--- src/rtl/lsu_pkg.sv ---
// Shared encodings for the load/store unit: access order, FSM states and read/write direction.
package lsu_pkg;

  typedef enum logic [1:0] {
    LSU_ORDER_BYTE = 2'd0,
    LSU_ORDER_HALF = 2'd1,
    LSU_ORDER_WORD = 2'd2,
    LSU_ORDER_RSVD = 2'd3
  } lsu_order_e;

  typedef enum logic [1:0] {
    IDLE = 2'd0,
    REQ  = 2'd1,
    WAIT = 2'd2
  } lsu_state_e;

  localparam logic LSU_RW_LOAD  = 1'b0;
  localparam logic LSU_RW_STORE = 1'b1;

endpackage

--- src/rtl/load_store_align.sv ---
// Combinational lane logic for big-endian accesses: byte mask, store-lane placement,
// misalignment detection, and load lane extraction with sign/zero extension.
module load_store_align
  import lsu_pkg::*;
(
  input  logic [1:0]  st_order,
  input  logic [1:0]  st_offset,
  input  logic [31:0] st_data,
  output logic [3:0]  mask,
  output logic [31:0] st_lane_data,
  output logic        misaligned,
  input  logic [1:0]  ld_order,
  input  logic [1:0]  ld_offset,
  input  logic        ld_signed,
  input  logic [31:0] ld_word,
  output logic [31:0] ld_value
);

  // Extend a 16-bit lane to 32 bits; for byte lanes only the low 8 bits are meaningful.
  function automatic logic [31:0] extend_lane(input logic [15:0] lane, input logic is_half,
                                              input logic sgn);
    logic signed [31:0] ext;
    if (is_half) begin
      ext = sgn ? 32'(signed'(lane)) : {16'h0000, lane};
    end else begin
      ext = sgn ? 32'(signed'(lane[7:0])) : {24'h000000, lane[7:0]};
    end
    return ext;
  endfunction

  // Store side: address byte 0 lives in data[31:24], so byte lane index is (3 - offset).
  always_comb begin
    mask         = 4'b0000;
    st_lane_data = 32'h0000_0000;
    misaligned   = 1'b0;
    case (st_order)
      LSU_ORDER_BYTE: begin
        mask         = 4'b1000 >> st_offset;
        st_lane_data = {24'h000000, st_data[7:0]} << {~st_offset, 3'b000};
      end
      LSU_ORDER_HALF: begin
        misaligned   = st_offset[0];
        mask         = st_offset[1] ? 4'b0011 : 4'b1100;
        st_lane_data = st_offset[1] ? {16'h0000, st_data[15:0]} : {st_data[15:0], 16'h0000};
      end
      LSU_ORDER_WORD: begin
        misaligned   = |st_offset;
        mask         = 4'b1111;
        st_lane_data = st_data;
      end
      default: begin
        misaligned = 1'b1;
      end
    endcase
  end

  // Load side: pick the addressed lane out of the returned word, then extend.
  always_comb begin
    logic [7:0]  ld_byte;
    logic [15:0] ld_half;
    ld_byte  = ld_word[{~ld_offset, 3'b000} +: 8];
    ld_half  = ld_offset[1] ? ld_word[15:0] : ld_word[31:16];
    ld_value = ld_word;
    case (ld_order)
      LSU_ORDER_BYTE: ld_value = extend_lane({8'h00, ld_byte}, 1'b0, ld_signed);
      LSU_ORDER_HALF: ld_value = extend_lane(ld_half, 1'b1, ld_signed);
      default:        ld_value = ld_word;
    endcase
  end

endmodule

--- src/rtl/load_store_unit.sv ---
// Memory-access stage: accepts one load/store from execute, drives the cache LDST
// handshake, and returns a registered writeback or a misalignment fault.
module load_store_unit
  import lsu_pkg::*;
#(
  parameter int P_HIT_CNT_WIDTH = 16
) (
  input  logic                       iCLOCK,
  input  logic                       inRESET,
  input  logic                       iRESET_SYNC,
  input  logic                       iEXE_REQ,
  output logic                       oEXE_BUSY,
  input  logic [1:0]                 iEXE_ORDER,
  input  logic                       iEXE_SIGNED,
  input  logic                       iEXE_RW,
  input  logic [31:0]                iEXE_ADDR,
  input  logic [31:0]                iEXE_DATA,
  input  logic [4:0]                 iEXE_DEST,
  output logic                       oLDST_REQ,
  input  logic                       iLDST_BUSY,
  output logic [1:0]                 oLDST_ORDER,
  output logic [3:0]                 oLDST_MASK,
  output logic                       oLDST_RW,
  output logic [31:0]                oLDST_ADDR,
  output logic [31:0]                oLDST_DATA,
  input  logic                       iLDST_VALID,
  input  logic                       iLDST_CACHE_HIT,
  input  logic [31:0]                iLDST_DATA,
  output logic                       oWB_VALID,
  output logic                       oWB_WRITE,
  output logic [4:0]                 oWB_DEST,
  output logic [31:0]                oWB_DATA,
  output logic                       oFAULT_VALID,
  output logic [31:0]                oFAULT_ADDR,
  output logic [P_HIT_CNT_WIDTH-1:0] oHIT_COUNT
);

  lsu_state_e                 state;
  logic                       ldst_req;
  logic [1:0]                 ldst_order;
  logic [3:0]                 ldst_mask;
  logic                       ldst_rw;
  logic [31:0]                ldst_addr;
  logic [31:0]                ldst_data;
  logic                       lat_signed;
  logic [4:0]                 lat_dest;
  logic                       wb_valid;
  logic                       wb_write;
  logic [4:0]                 wb_dest;
  logic [31:0]                wb_data;
  logic                       fault_valid;
  logic [31:0]                fault_addr;
  logic [P_HIT_CNT_WIDTH-1:0] hit_count;

  logic [3:0]                 mask;
  logic [31:0]                st_lane_data;
  logic                       misaligned;
  logic [31:0]                ld_value;

  // Store-side inputs come straight from execute; load-side inputs from the latched request.
  load_store_align u_align (
    .st_order     (iEXE_ORDER),
    .st_offset    (iEXE_ADDR[1:0]),
    .st_data      (iEXE_DATA),
    .mask         (mask),
    .st_lane_data (st_lane_data),
    .misaligned   (misaligned),
    .ld_order     (ldst_order),
    .ld_offset    (ldst_addr[1:0]),
    .ld_signed    (lat_signed),
    .ld_word      (iLDST_DATA),
    .ld_value     (ld_value)
  );

  // Access FSM with registered cache request, writeback, fault and hit counter.
  always_ff @(posedge iCLOCK or negedge inRESET) begin
    if (!inRESET) begin
      state       <= IDLE;
      ldst_req    <= 1'b0;
      ldst_order  <= 2'b00;
      ldst_mask   <= 4'b0000;
      ldst_rw     <= 1'b0;
      ldst_addr   <= 32'h0;
      ldst_data   <= 32'h0;
      lat_signed  <= 1'b0;
      lat_dest    <= 5'd0;
      wb_valid    <= 1'b0;
      wb_write    <= 1'b0;
      wb_dest     <= 5'd0;
      wb_data     <= 32'h0;
      fault_valid <= 1'b0;
      fault_addr  <= 32'h0;
      hit_count   <= '0;
    end else if (iRESET_SYNC) begin
      state       <= IDLE;
      ldst_req    <= 1'b0;
      ldst_order  <= 2'b00;
      ldst_mask   <= 4'b0000;
      ldst_rw     <= 1'b0;
      ldst_addr   <= 32'h0;
      ldst_data   <= 32'h0;
      lat_signed  <= 1'b0;
      lat_dest    <= 5'd0;
      wb_valid    <= 1'b0;
      wb_write    <= 1'b0;
      wb_dest     <= 5'd0;
      wb_data     <= 32'h0;
      fault_valid <= 1'b0;
      fault_addr  <= 32'h0;
      hit_count   <= '0;
    end else begin
      fault_valid <= 1'b0;
      wb_valid    <= 1'b0;
      wb_write    <= 1'b0;
      case (state)
        IDLE: begin
          // A request during the fault pulse is refused because oEXE_BUSY is high.
          if (iEXE_REQ && !fault_valid) begin
            if (misaligned) begin
              fault_valid <= 1'b1;
              fault_addr  <= iEXE_ADDR;
            end else begin
              ldst_req   <= 1'b1;
              ldst_order <= iEXE_ORDER;
              ldst_mask  <= mask;
              ldst_rw    <= iEXE_RW;
              ldst_addr  <= iEXE_ADDR;
              ldst_data  <= st_lane_data;
              lat_signed <= iEXE_SIGNED;
              lat_dest   <= iEXE_DEST;
              state      <= REQ;
            end
          end
        end
        REQ: begin
          if (!iLDST_BUSY) begin
            ldst_req <= 1'b0;
            state    <= WAIT;
          end
        end
        WAIT: begin
          if (iLDST_VALID) begin
            wb_valid <= 1'b1;
            wb_write <= (ldst_rw == LSU_RW_LOAD);
            wb_dest  <= lat_dest;
            wb_data  <= (ldst_rw == LSU_RW_LOAD) ? ld_value : 32'h0;
            if ((ldst_rw == LSU_RW_LOAD) && iLDST_CACHE_HIT && (hit_count != '1)) begin
              hit_count <= hit_count + 1'b1;
            end
            state <= IDLE;
          end
        end
        default: state <= IDLE;
      endcase
    end
  end

  assign oEXE_BUSY    = (state != IDLE) | fault_valid;
  assign oLDST_REQ    = ldst_req;
  assign oLDST_ORDER  = ldst_order;
  assign oLDST_MASK   = ldst_mask;
  assign oLDST_RW     = ldst_rw;
  assign oLDST_ADDR   = ldst_addr;
  assign oLDST_DATA   = ldst_data;
  assign oWB_VALID    = wb_valid;
  assign oWB_WRITE    = wb_write;
  assign oWB_DEST     = wb_dest;
  assign oWB_DATA     = wb_data;
  assign oFAULT_VALID = fault_valid;
  assign oFAULT_ADDR  = fault_addr;
  assign oHIT_COUNT   = hit_count;

endmodule
--- config.mk ---
export PLATFORM = sky130hd
export DESIGN_NAME = load_store_unit
export DESIGN_NICKNAME = d
export VERILOG_FILES = /design/src/rtl/lsu_pkg.sv /design/src/rtl/load_store_align.sv /design/src/rtl/load_store_unit.sv
export SDC_FILE = /design/constraint.sdc
export NUM_CORES = 1
export LEC_CHECK = 0
export BUFFER_PORTS_ARGS = -buffer_cell sky130_fd_sc_hd__buf_2
export CAP_MARGIN = 0
export CORE_UTILIZATION = 54
export CTS_BUF_LIST = sky130_fd_sc_hd__clkbuf_16
export DETAILED_ROUTE_END_ITERATION = 8
export GPL_TIMING_DRIVEN = 0
export PLACE_DENSITY_LB_ADDON = 0.1
export SLEW_MARGIN = 15
export SYNTH_ARGS = -nofsm -noshare
export SYNTH_HDL_FRONTEND = slang
export SYNTH_SLANG_ARGS = --single-unit
--- constraint.sdc ---
create_clock -name iCLOCK -period 5.05 [get_ports iCLOCK]
set_clock_uncertainty 0.2 [all_clocks]
set_input_delay 0.2525 -clock iCLOCK [delete_from_list [all_inputs] [get_ports iCLOCK]]
set_output_delay 0.2525 -clock iCLOCK [all_outputs]
set_load 0.1 [all_outputs]
Word level (Yosys, flattened, before mapping)
Index checks and enable logic that the tools add are counted.
{ "word_totals": {"register_bits": 168, "latch_bits": 0, "ramBits": 0, "mem_bits_ro": 0, "inputBits": 112, "out_inout_bits": 161, "mem_count": 0} }
{ "op_classes": {"add_sub_neg": 1, "multipliers": 0, "n_div": 0, "magnitude_cmp": 0, "eq_ne": 11, "n_shift": 3, "n_mux": 73, "bitwise_logic": 4, "reduce_logical": 22} }
{ "op_table": {"columns": ["cell", "count"], "rows": [
  ["$mux 32", 19],
  ["$pmux 32 s3", 1],
  ["$mux 16", 5],
  ["$pmux 32 s2", 1],
  ["$mux 5", 7],
  ["$shiftx 32x6->8", 1],
  ["$shl 8x5->32", 1],
  ["$mux 1", 22],
  ["$mux 4", 5],
  ["$mux 2", 9],
  ["$add 16x1->16 const B", 1],
  ["$ne 16x16->1 const B", 1],
  ["$reduce_bool 2->1", 7],
  ["$ne 3x3->1 const B", 4],
  ["$pmux 4 s3", 1],
  ["$reduce_and 3->1", 3],
  ["$reduce_and 4->1", 2],
  ["$eq 2x1->1 const B", 3],
  ["$logic_not 2->1", 3],
  ["$pmux 2 s3", 1],
  ["$eq 2x2->1 const B", 2],
  ["$not 2->2", 2],
  ["$shr 4x2->4 const A", 1],
  ["$logic_and 1x1->1", 3],
  ["9 further kinds", 9]
]} }

Logic depth before layout (Yosys ltp)
{ "logic_depth": {"depth_word": 8, "ltp_mapped": 7, "ltp_nobuf": 5} }

Hierarchy
From an unflattened synthesis, not the netlist that was laid out.
{ "unflattened": {"cells_unflattened": 850, "area_unflattened_um2": 7920.1} }
{ "by_module_without_submodules": {"columns": ["module", "instances", "cells_per_inst", "area_each_um2"], "rows": [
  ["load_store_unit", 1, 684, 6716.4],
  ["load_store_align", 1, 166, 1203.7]
]} }

Worst setup path before layout
Ideal clock, no wire load.
{ "synth_timing": {"path_type": "reg2reg", "startpoint": "register hit_count[0] (netlist: oHIT_COUNT[0])", "endpoint": "register hit_count[1] (netlist: oHIT_COUNT[1])", "arrival_ns": 2.415, "required_time_ns": 4.772, "slack_ns": 2.357, "path_stages_with_launch": 8, "synth_period_minus_slack_ns": 2.693, "path_cell_list": "dfrtp_1 ha_1 and3_1 and4b_1 clkbuf_1 clkbuf_1 or3b_2 a21oi_1"} }
{ "synth_via": {"elab_chain_len": 5, "word_cells_on_any_way": 9, "cone_classes": "add/sub (1); eq/ne (1); mux (4); reduce/logical (3)"} }
{ "synth_rtl": {"columns": ["item", "line_no", "rtl"], "rows": [
  ["from (decl)", "load_store_unit.sv:53", "logic [P_HIT_CNT_WIDTH-1:0] hit_count;"],
  ["from (signal assigned)", "load_store_unit.sv:148", "hit_count <= hit_count + 1'b1;"],
  ["$add 16x1->16", "load_store_unit.sv:148", null],
  ["$mux 16", "load_store_unit.sv:147", "if ((ldst_rw == LSU_RW_LOAD) && iLDST_CACHE_HIT && (hit_count != '1)) begin"],
  ["$mux 16", "load_store_unit.sv:142", "if (iLDST_VALID) begin"],
  ["$mux 16", "load_store_unit.sv:115", "case (state)"],
  ["$mux 16", "load_store_unit.sv:94", "end else if (iRESET_SYNC) begin"]
]} }
Several ways; a longest one is shown, not always the timed one. The select of a mux whose other input is x is not followed.
A chain may end at the register's enable or synchronous reset.

Worst setup path after layout
{ "layout_timing": {"startpoint": "register ldst_addr[1] (netlist: oLDST_ADDR[1])", "endpoint": "register wb_data[3] (netlist: oWB_DATA[3])"} }
{ "layout_via": {"elab_chain_len": 8, "word_cells_on_any_way": 10, "cone_classes": "shift (1); mux (8); bitwise (1)"} }
{ "layout_rtl": {"columns": ["item", "line_no", "rtl"], "rows": [
  ["from (decl)", "load_store_unit.sv:43", "logic [31:0] ldst_addr;"],
  ["from (signal assigned)", "load_store_unit.sv:127", "ldst_addr <= iEXE_ADDR;"],
  ["$not 2->2", "load_store_align.sv:61", "ld_byte = ld_word[{~ld_offset, 3'b000} +: 8];"],
  ["$shiftx 32x6->8", "load_store_align.sv:61", null],
  ["$mux 32", "load_store_align.sv:26", "ext = sgn ? 32'(signed'(lane[7:0])) : {24'h000000, lane[7:0]};"],
  ["$pmux 32 s2 *", "load_store_align.sv:64", "case (ld_order)"],
  ["$mux 32 *", "load_store_unit.sv:146", "wb_data <= (ldst_rw == LSU_RW_LOAD) ? ld_value : 32'h0;"],
  ["$mux 32 *", "load_store_unit.sv:142", null],
  ["$mux 32 *", "load_store_unit.sv:115", null],
  ["$mux 32 *", "load_store_unit.sv:94", null],
  ["to (signal assigned)", "load_store_unit.sv:146", null],
  ["to (decl)", "load_store_unit.sv:50", "logic [31:0] wb_data;"]
]} }
Mark *: on every way between the ends. The rest lies on a longest branch, timed or not. The select of a mux whose other input is x is not followed.

==> metrics.log <==
[metrics] maximum vdd ir drop: 247 µV
[metrics] # setup viols final: 0
[metrics] total power divided by cell area: 322 mW/mm²
[metrics] GRT Residual Overflow: 0
[metrics] Routability Congestion: 0.881
[metrics] grt met1 use: 0.440
[metrics] number of routed nets with antenna violations: 0
[metrics] detailed placer's ending HPWL: 15700 µm
[metrics] final max-slew violation count: 0
[metrics] final critical delay including setup and external delays: 2730 ps
[metrics] number of placed I/O pins: 273
[metrics] Final nets: 1257
[metrics] number of enable-type register cells in the synthesized netlist: 0
[metrics] ratio of cells with drive above 1 in the final layout: 0.294
[metrics] CTS root buf: clkbuf_16
[metrics] average cell area after synthesis: 9.91 µm²
[metrics] number of global-route vias before repair: 7838
[metrics] kind of path behind the tightest hold check: primary input to register
[metrics] count of warnings emitted by yosys: 0
[metrics] port bufs: 268
[metrics] Slew @ Worst Pin: 1150 ps
[metrics] timing-limited maximum frequency: 0.366 GHz
[metrics] total negative slack for setup checks: 0 ps
[metrics] antenna violations before repair: 0
[metrics] Tot GR Track Use: 0.362
[metrics] power after layout: 0.00343 W
[metrics] final core utilization: 0.799
[metrics] global-route wire length before repair: 40100 µm
[metrics] primary flip-flop cell chosen by synthesis mapping: dfrtp_1
[metrics] DIE AREA: 0.0143 mm²
[metrics] LEAKAGE: 5.29 nW
[metrics] pin count of the biggest net entering global routing: 98
[metrics] clk slew on worst S/H paths: 70 ps
[metrics] share of flip-flops with an asynchronous set or reset after synthesis: 1.00
[metrics] required time at the endpoint of the critical path: 5150 ps
[metrics] worst setup path category: register to register
[metrics] global routing usage on met3: 0.0965
[metrics] critical path fanouts, max: 10
[metrics] clock latency at the later pin of the worst-skew pair: 430 ps
[metrics] Core Box Area: 0.0133 mm²
[metrics] ANT cells: 0
[metrics] final hold violations: 0
[metrics] synthesized netlist net count: 866
[metrics] Final period util: 0.541
[metrics] post-CTS resize count: 0
[metrics] violation count after the first detailed-routing iteration: 749
[metrics] number of buffers created by CTS: 17
[metrics] count of unique library cells instantiated by Yosys: 55
[metrics] row count: 42
[metrics] number of hold buffers added after cts: 102
[metrics] DRC Markers: 0
[metrics] Hold Slack: 27.9 ps
[metrics] crit start category: register
[metrics] CTS sink count: 168
[metrics] DIE WIDTH: 120 µm
[metrics] iteration count of the initial detailed-routing pass: 8
[metrics] wirelength, routed: 25200 µm
[metrics] normalized max-slew margin: 0.225
[metrics] reported max-cap violation count: 0
[metrics] GRT met2 Usage: 0.609
[metrics] Yosys reg bits: 168
[metrics] post-synthesis sequential area ratio: 0.564
[metrics] cell area after synthesis: 0.00746 mm²
[metrics] run status: completed
[metrics] endpoint arrival time on the critical path: 2840 ps
[metrics] clock tree from TritonCTS: done
[metrics] GRT Max-Usage Layer: met2
[metrics] Initial Utilization: 0.559
[metrics] growth of design area from synthesis to finish: 42.9%
[metrics] vertical die dimension: 120 µm
[metrics] Post-CTS Setup Inserts: 0
[metrics] kind of capture point of the worst setup path: register
[metrics] largest buffer count on any clock path: 2
[metrics] gate count after technology mapping: 753
[metrics] total vias in the final route: 7779
[metrics] detailed-route wire length per cell: 18.9 µm
[metrics] H-tree level count: 4
[metrics] via density per instance: 5.84
[metrics] RSZ-0062 raised after global routing: false
layout make-up:
| type | count | area [µm²] |
|---|---|---|
| sequential | 168 | 4200 |
| multi-input combinational | 516 | 2970 |
| fill | 873 | 2690 |
| timing repair buffer | 372 | 2400 |
| clock buffer | 17 | 425 |
| buffer | 55 | 248 |
| tap | 176 | 220 |
| clock inverter | 15 | 139 |
| inverter | 14 | 52.6 |
worst paths after layout:
kind,from,endpoint,slack [ps],depth (start not counted)
max reg2reg,oLDST_ADDR[1],oWB_DATA[3],2320,5
min in group asynchronous,inRESET,oHIT_COUNT[5],160,2
max in group asynchronous,inRESET,oLDST_ADDR[28],3610,3
max,oLDST_ADDR[1],oWB_DATA[3],2320,5
min,iLDST_DATA[23],oWB_DATA[23],30,3
min reg2reg,oWB_DATA[13],oWB_DATA[13],270,1
cell usage after synthesis, types with 3 or more instances:
| library cell | count | area share |
|---|---|---|
| a22oi_1 | 18 | 0.018 |
| nand4_1 | 3 | 0.0025 |
| nor4_1 | 4 | 0.0034 |
| o2bb2ai_1 | 26 | 0.031 |
| nand3_1 | 5 | 0.0034 |
| buf_4 | 3 | 0.0030 |
| nor3_1 | 10 | 0.0067 |
| nand2_1 | 185 | 0.093 |
| mux2_2 | 8 | 0.012 |
| nor2_1 | 8 | 0.0040 |
| or3_1 | 5 | 0.0042 |
| o21ai_0 | 45 | 0.030 |
| a21o_1 | 9 | 0.0091 |
| a221oi_1 | 7 | 0.0082 |
| dfrtp_1 | 168 | 0.56 |
| buf_2 | 12 | 0.0081 |
| inv_1 | 13 | 0.0065 |
| mux2i_1 | 5 | 0.0067 |
| o31ai_1 | 8 | 0.0081 |
| a21oi_1 | 91 | 0.061 |
| a22o_1 | 13 | 0.015 |
| or4_1 | 9 | 0.0091 |
| o41ai_1 | 3 | 0.0035 |
| clkbuf_1 | 36 | 0.018 |
| a222oi_1 | 15 | 0.020 |
| nor2b_1 | 4 | 0.0034 |
| or3b_2 | 3 | 0.0035 |
worst max-delay path, cell delays in order, from the launching register on:
cell           delay [ps]
dfrtp_1               450
clkbuf_1              460
mux2_2                440
a222oi_1              380
dlygate4sd3_1         600
o21ai_0                70
cells in the final DEF (no fill, tap or decap), drive strengths merged, types with 6 or more instances in the layout:
cell type	n
buf	289
nand2	185
dfrtp	168
dlygate4sd3	102
a21oi	91
clkbuf	53
o21ai	45
o2bb2ai	26
a22oi	18
a222oi	15
inv	15
a22o	13
nor3	12
or4	9
a21o	9
nor2	9
clkinv	9
mux2	8
o31ai	8
a221oi	7
or3	6
flip-flops by register name, summed over array words and instances, names as in the netlist, 2 cells and up:
register,flops
oLDST_ORDER,2
oFAULT_ADDR,32
lat_dest,5
oHIT_COUNT,16
oLDST_MASK,4
oLDST_DATA,32
oLDST_ADDR,32
oWB_DEST,5
state,2
oWB_DATA,32
cell families (layout without fill, tap and decap cells):
logic type,Yosys count,count (layout),synth area share
simple gates,258,258,0.158
buf+inv,69,473,0.0403
fa+ha+maj,1,1,0.00168
mux,14,14,0.0218
flops,168,168,0.564
compound gates,242,242,0.214
xor+xnor,1,1,0.00117
layer usage:
metal	wire length, µm	share of wire
met4	962	0.038
met5	0	0
met2	12500	0.49
met1	9560	0.38
met3	2240	0.089
report_power, final:
part           internal, W  total [W]  leakage, nW  switching [W]
sequential         0.00139    0.00142         2.32      0.0000284
clock             0.000720    0.00127        0.276       0.000551
combinational     0.000194   0.000743         2.70       0.000549
stage by stage:
step / setup WS [ps] / cells / cell area, µm²
after floorplan: 2360 / 753 / 7460
after global routing: 2160 / 1333 / 10700
final: 2320 / 1333 / 10700
after CTS: 2440 / 1333 / 10700
after detailed placement: 2630 / 1199 / 9070
after global placement: 931 / 1197 / 9020
Note: power is estimated with default switching activity, not from simulation.
